$ cat src/rtl/huffman_bit_packer_if.sv
// Codeword input stream and packed-word output stream of the Huffman bit packer.
// The master side feeds codes and sinks words; the slave side is the packer.
interface huffman_bit_packer_if #(
  parameter int WORD_W = 32,
  parameter int CODE_W = 9,
  parameter int LEN_W  = 4,
  parameter int CNT_W  = 16
);
  logic              code_valid;
  logic              code_ready;
  logic [CODE_W-1:0] code_bits;
  logic [LEN_W-1:0]  code_len;
  logic              code_last;
  logic              word_valid;
  logic              word_ready;
  logic [WORD_W-1:0] word_data;
  logic [5:0]        word_bits;
  logic              word_last;
  logic [CNT_W-1:0]  total_bits;

  modport master (
    output code_valid, code_bits, code_len, code_last, word_ready,
    input  code_ready, word_valid, word_data, word_bits, word_last, total_bits
  );

  modport slave (
    input  code_valid, code_bits, code_len, code_last, word_ready,
    output code_ready, word_valid, word_data, word_bits, word_last, total_bits
  );
endinterface

$ cat src/rtl/huffman_bit_packer.sv
// Packs MSB-first variable-length codewords into WORD_W-bit words, flushing a
// zero-padded final word at the end of each packet.
module huffman_bit_packer #(
  parameter int WORD_W = 32,
  parameter int CODE_W = 9,
  parameter int LEN_W  = 4,
  parameter int CNT_W  = 16
) (
  input  logic                   clk,
  input  logic                   rst,
  huffman_bit_packer_if.slave    bus
);
  localparam int ACC_W = WORD_W + CODE_W;
  localparam int CW    = $clog2(ACC_W);

  typedef enum logic {RUN, FLUSH} state_e;

  state_e            state_q;
  logic [ACC_W-1:0]  acc_q;
  logic [CW-1:0]     cnt_q;
  logic [CNT_W-1:0]  total_q;
  logic              first_q;

  logic [LEN_W-1:0]  len_eff;
  logic [CODE_W-1:0] code_mask;
  logic [CODE_W-1:0] code_left;
  logic [ACC_W-1:0]  code_ext;
  logic [CNT_W:0]    total_sum;
  logic [CNT_W-1:0]  total_d;
  logic              word_valid;
  logic              word_last;
  logic              code_ready;
  logic              accept;
  logic              emit;

  // NOTE: every always_comb output gets a value on every path; a missing
  // assignment would infer a latch.
  always_comb begin
    len_eff    = (bus.code_len > LEN_W'(CODE_W)) ? LEN_W'(CODE_W) : bus.code_len;
    code_mask  = bus.code_bits & ~({CODE_W{1'b1}} << len_eff);
    // Left-align the code so its first bit lands at accumulator position cnt.
    code_left  = code_mask << (LEN_W'(CODE_W) - len_eff);
    code_ext   = {code_left, {WORD_W{1'b0}}} >> cnt_q;

    total_sum  = {1'b0, total_q} + (CNT_W+1)'(len_eff);
    if (first_q)
      total_d = CNT_W'(len_eff);
    else if (total_sum[CNT_W])
      total_d = '1;
    else
      total_d = total_sum[CNT_W-1:0];

    word_valid = (state_q == FLUSH) || (cnt_q >= CW'(WORD_W));
    word_last  = (state_q == FLUSH) && (cnt_q <= CW'(WORD_W));
    code_ready = (state_q == RUN) && (cnt_q < CW'(WORD_W));
    accept     = bus.code_valid && code_ready;
    emit       = word_valid && bus.word_ready;
  end

  assign bus.code_ready = code_ready;
  assign bus.word_valid = word_valid;
  assign bus.word_last  = word_last;
  assign bus.word_data  = acc_q[ACC_W-1 -: WORD_W];
  assign bus.word_bits  = !word_valid ? 6'd0 : (word_last ? 6'(cnt_q) : 6'(WORD_W));
  assign bus.total_bits = total_q;

  // Accept and emit are mutually exclusive: code_ready needs cnt < WORD_W in
  // RUN, while a RUN-state word needs cnt >= WORD_W.
  // NOTE: state registers use non-blocking assignments so every flop samples
  // pre-edge values regardless of statement order.
  always_ff @(posedge clk or posedge rst) begin
    if (rst) begin
      state_q <= RUN;
      acc_q   <= '0;
      cnt_q   <= '0;
      total_q <= '0;
      first_q <= 1'b1;
    end else if (accept) begin
      acc_q   <= acc_q | code_ext;
      cnt_q   <= cnt_q + CW'(len_eff);
      total_q <= total_d;
      first_q <= bus.code_last;
      if (bus.code_last) state_q <= FLUSH;
    end else if (emit) begin
      if (word_last) begin
        acc_q   <= '0;
        cnt_q   <= '0;
        state_q <= RUN;
      end else begin
        acc_q   <= acc_q << WORD_W;
        cnt_q   <= cnt_q - CW'(WORD_W);
      end
    end
  end
endmodule

$ cat src/flat_wrapper.sv
// flat-port wrapper written by rule: the top's interface ports become plain ports
module huffman_bit_packer_flat 
#(
  parameter int WORD_W = 32,
  parameter int CODE_W = 9,
  parameter int LEN_W  = 4,
  parameter int CNT_W  = 16
)
  (clk, rst, bus_code_valid, bus_code_bits, bus_code_len, bus_code_last, bus_word_ready, bus_code_ready, bus_word_valid, bus_word_data, bus_word_bits, bus_word_last, bus_total_bits);
  huffman_bit_packer_if #(.WORD_W(WORD_W), .CODE_W(CODE_W), .LEN_W(LEN_W), .CNT_W(CNT_W)) bus_i ();
  input  logic clk;
  input  logic rst;
  input wire logic [$bits(bus_i.code_valid)-1:0] bus_code_valid;
  input wire logic [$bits(bus_i.code_bits)-1:0] bus_code_bits;
  input wire logic [$bits(bus_i.code_len)-1:0] bus_code_len;
  input wire logic [$bits(bus_i.code_last)-1:0] bus_code_last;
  input wire logic [$bits(bus_i.word_ready)-1:0] bus_word_ready;
  output wire logic [$bits(bus_i.code_ready)-1:0] bus_code_ready;
  output wire logic [$bits(bus_i.word_valid)-1:0] bus_word_valid;
  output wire logic [$bits(bus_i.word_data)-1:0] bus_word_data;
  output wire logic [$bits(bus_i.word_bits)-1:0] bus_word_bits;
  output wire logic [$bits(bus_i.word_last)-1:0] bus_word_last;
  output wire logic [$bits(bus_i.total_bits)-1:0] bus_total_bits;
  assign bus_i.code_valid = bus_code_valid;
  assign bus_i.code_bits = bus_code_bits;
  assign bus_i.code_len = bus_code_len;
  assign bus_i.code_last = bus_code_last;
  assign bus_i.word_ready = bus_word_ready;
  assign bus_code_ready = bus_i.code_ready;
  assign bus_word_valid = bus_i.word_valid;
  assign bus_word_data = bus_i.word_data;
  assign bus_word_bits = bus_i.word_bits;
  assign bus_word_last = bus_i.word_last;
  assign bus_total_bits = bus_i.total_bits;
  huffman_bit_packer #(.WORD_W(WORD_W), .CODE_W(CODE_W), .LEN_W(LEN_W), .CNT_W(CNT_W)) u_core (.clk(clk), .rst(rst), .bus(bus_i));
endmodule
$ cat config.mk
export PLATFORM = sky130hd
export DESIGN_NAME = huffman_bit_packer_flat
export DESIGN_NICKNAME = d
export VERILOG_FILES = /design/src/rtl/huffman_bit_packer_if.sv /design/src/rtl/huffman_bit_packer.sv /design/src/flat_wrapper.sv
export SDC_FILE = /design/constraint.sdc
export NUM_CORES = 1
export LEC_CHECK = 0
export ABC_AREA = 1
export BUFFER_PORTS_ARGS = -buffer_cell sky130_fd_sc_hd__buf_4
export CAP_MARGIN = 10
export CORE_MARGIN = 1.5
export CORE_UTILIZATION = 46
export DETAILED_ROUTE_END_ITERATION = 10
export PLACE_DENSITY = 0.67
export SKIP_CTS_REPAIR_TIMING = 1
export SYNTH_ARGS = -nofsm -noshare
export SYNTH_HDL_FRONTEND = slang
export SYNTH_SLANG_ARGS = --single-unit
$ cat constraint.sdc
create_clock -name clk -period 5.1 [get_ports clk]
set_input_delay 0 -clock clk [delete_from_list [all_inputs] [get_ports clk]]
set_output_delay 0 -clock clk [all_outputs]
set_load 0.01 [all_outputs]
==> flow_results.org <==
** Logic synthesis
- Of the total synthesized cell area, the portion taken by full adders, half adders and majority gates is 0.0261.
- Mapped Nets :: 736
- Simple-gate portion of the synthesized area :: 0.363
- The biggest area contributor in the post-synthesis netlist is dfrtp_1.
- Post-synthesis xor/xnor area fraction :: 0.0146
- Area share of the leading cell type in the synthesized netlist :: 0.334
- Area of the mapped netlist :: 4790 um^2
- Of the post-synthesis cell area, the part taken by muxes is 0.
- Mapped Cells :: a little over 700
- The fraction of the mapped netlist area in compound gates is 0.117.
- For this run, the number of Yosys warnings is 0.
- Sorting the synthesized cells by area gives the leading types as dfrtp_1 (33%), nand2_1 (18%), nand3_1 (9.2%).
- Dividing the synthesized area by the synthesized cell count gives ~6.8 um^2.
- Library cells used by synthesis :: 43
- Seq/Total Area, Yosys :: 0.340
- Combinational family with the most area after synthesis :: simple AND/OR/NAND/NOR gates
- Count of state elements after synthesis :: 65

** Setup path
- The setup path with the least slack is of type reg2reg.
- Max Fanout on Critical Path :: 33
- Crit start category :: register
- The worst setup path is captured at a register.
- Endpoint required time on the critical path :: 5.35 ns
- For the worst setup path, the data arrival time is ~3.3 ns.

** Pwr
- VDD sags by at most 0.000250 V.
- Power spread over the standard cell area amounts to 511 nW/um^2.
- Summed over all cells, the static leakage comes to 0.00297 uW.

** Drt
- After detailed routing, the number of vias per cell comes to 5.29.
- Number of DRC markers in iteration 0 :: roughly 330
- ANT nets after route :: 0
- Final wirelength :: about 12 mm
- DRC violations left :: 0
- Dividing the detail-routed wire length by the instance count gives 14.2 um.
- Before antenna repair, the detailed router went through 5 iterations.
- Via count :: 4639

** Floorplan
- The die covers 11000 um^2.
- Die outline height :: 105 um
- Total number of placement rows :: 37
- The core region is 10200 um^2.
- For this configuration, the core starts out at a cell density of 0.468.
- Die span in x :: 105 um
- Count of pins on the block boundary :: 75

** Global route
- The initial antenna violation count was 0.
- The first global-routing pass estimated 20.9 mm of wire.
- Overflow left after global routing :: 0
- The number of global-route vias before repair came to between 4000 and 5000.
- Overall fraction of global-route tracks in use :: 0.236
- Largest net degree at the start of global routing :: 66

** Finish
- 0 antenna diodes ended up in the layout.
- Of the cells placed in the final design, the portion with a size suffix greater than 1 is 0.169.
- Counting the fill cells in the layout gives 1036.
- Layout overhead on the synthesized area :: 12.8%
- Final std cell area, no fill :: 5400 um^2
- The count of cells in the finished layout, fillers not included, comes to 877.
- Final Net Count :: 764

** STA
- The total count of max-transition violations in the final report came to 0.
- Counting I/O delays and the setup requirement, the final critical path takes 3.06 ns.
- At the pin with the least slew margin, the transition time is 0.894 ns.
- After routing, the total negative slack on setup checks comes to 0 ns.
- Setup repair after global routing missed its margin :: false
- Headroom to the max-slew limit :: 0.404
- On the final layout, the worst clock skew is 0.0135 ns.
- Hold is met by 0.149 ns.
- Highest Clock Rate :: 326 MHz
- Ratio of final minimum period to clock period :: 0.601
- Number of setup violations in the final report :: 0
- Across all setup checks in the final design, the least slack found is 2.04 ns.
- Final Hold Violating Endpoints :: 0

** Place
- Once detailed placement completed, the half-perimeter wirelength came to 9.04 mm.
- In this run, placement finished with an instance count of 858.
- OpenSTA, run right after detailed placement, puts the worst setup slack at roughly 2.1 ns.
- At the end of routability-driven placement, the weighted congestion stood at 0.919.
- Cell Area, Placed :: 5160 um^2
- Port buffering added 74 buffers.

** Run status
- Run status :: complete, no violations

** Clocking
- Root Buffer :: clkbuf_8
- The clock reaches the later pin of the worst-skew pair after 0.35 ns.
- Counting the buffers created by CTS gives 9.
- TritonCTS built the clock tree.
- CTS built an H-tree with a depth of 3.
- Clock transition at the registers of the reported paths :: 0.08 ns
- Number of buffers on the longest clock path :: 2
- For this design, the sink count on the clock tree is 65.

** Run
- Across the run, the number of max-cap violations was 0.

** Worst hold path
- Hold Path Class :: in2reg
## cell usage after synthesis
cell,number
inv_6,1
o221ai_1,2
a31oi_1,6
inv_1,66
nor2_8,1
nand4_1,15
buf_4,33
nand3_2,4
buf_2,3
nand2_4,2
or2_1,1
dfrtp_1,64
nand2_1,226
o211ai_2,4
o211ai_1,9
o311ai_1,1
o22ai_1,4
xnor2_1,2
a21boi_0,2
ha_1,10
buf_6,2
nand3_1,88
clkinv_1,4
xor2_1,6
inv_2,4
o21ai_2,3
o32ai_1,1
nand3b_1,1
nor2_4,2
o221ai_2,1
o31ai_1,1
o21a_1,1
nor3_1,3
buf_1,4
dfstp_2,1
clkbuf_1,21
o21ai_0,27
a21oi_1,19
and2_4,1
nor2_2,3
nor2_1,46
nand2_2,4
o21ai_1,9
## flip-flops by register name (all words and copies together), names as in the netlist
| register | flops |
|---|---|
| u_core.acc_q | 41 |
| u_core.bus.total_bits | 16 |
| u_core.cnt_q | 6 |
| u_core.first_q | 1 |
| u_core.state_q | 1 |
## cells in the final DEF (no fill, tap or decap), types with 4 or more instances in the layout
cell	netlist	final
a21oi_1	19	19
a31oi_1	6	6
buf_4	33	77
clkbuf_8	0	11
clkinv_1	4	4
dfrtp_1	64	64
ha_1	10	10
inv_1	66	65
inv_2	4	5
nand2_1	226	226
nand2_2	4	4
nand3_1	88	88
nand3_2	4	4
nand4_1	15	15
nor2_1	46	46
o211ai_1	9	9
o211ai_2	4	4
o21ai_0	27	27
o21ai_1	9	9
o22ai_1	4	4
xor2_1	6	6
## worst paths after layout
| path | startpoint | to | slack [ns] | cells past startpoint |
|---|---|---|---|---|
| hold reg to reg | u_core.acc_q[24]$_DFFE_PP0P_ | u_core.acc_q[24]$_DFFE_PP0P_ | 0.48 | 2 |
| setup / recovery | u_core.cnt_q[5]$_DFFE_PP0P_ | u_core.cnt_q[4]$_DFFE_PP0P_ | 2.04 | 9 |
| hold / removal | bus_code_len[3] | u_core.bus.total_bits[3]$_DFFE_PP0P_ | 0.15 | 5 |
| max in group asynchronous | rst | u_core.acc_q[12]$_DFFE_PP0P_ | 4.10 | 4 |
| min in group asynchronous | rst | u_core.bus.total_bits[2]$_DFFE_PP0P_ | 0.45 | 4 |
| setup reg to reg | u_core.cnt_q[5]$_DFFE_PP0P_ | u_core.cnt_q[4]$_DFFE_PP0P_ | 2.04 | 9 |
## per-layer routing
metal / vias up / GRT usage / routed length [um]
met3: 29 / 0.0437 / 609
met2: 152 / 0.381 / 5780
li1: 2324 / - / -
met1: 2134 / 0.310 / 5670
met5: - / 0 / 0
met4: 0 / 0.0949 / 399
## metrics by stage
| stage | total power [uW] | utilization |
|---|---|---|
| finish | 2760 | 0.528 |
| global route | 2990 | 0.528 |
| CTS | 2760 | 0.525 |
| detailed placement | 2270 | 0.504 |
| global placement | 2250 | 0.504 |
| floorplan | 1900 | - |
## area by class of cell
type                    count  area [um^2]  area share
flip-flops and latches     65         1630       0.301
inverters                  75          287      0.0530
clock inverters             5         61.3      0.0113
repair buffers             80          608       0.113
well taps                 136          170      0.0315
clock buffers              11          151      0.0280
multi-input cells         505         2500       0.462
## critical path, cell delays in order (launching register included)
cell and delay, ns:
dfrtp_1 0.55, nor2_1 0.13, nand2_1 0.67, clkinv_1 0.15
buf_4 0.29, nor2_1 0.49, inv_2 0.19, nand2_1 0.15
nand2_1 0.13, o22ai_1 0.22
## power breakdown
part           internal [uW]  switching (uW)  total [uW]
Combinational            518             900        1420
Clock                    256             226         483
Sequential               683             179         861
Total                   1460            1300        2760
## kinds of logic (layout without fill, tap and decap cells)
family / after synthesis / in the layout
fa+ha+maj: 10 / 10
compound gates: 90 / 90
simple gates: 397 / 397
flops: 65 / 65
buf+inv: 138 / 171
xor+xnor: 8 / 8
Power figures use the tool's default switching activity.
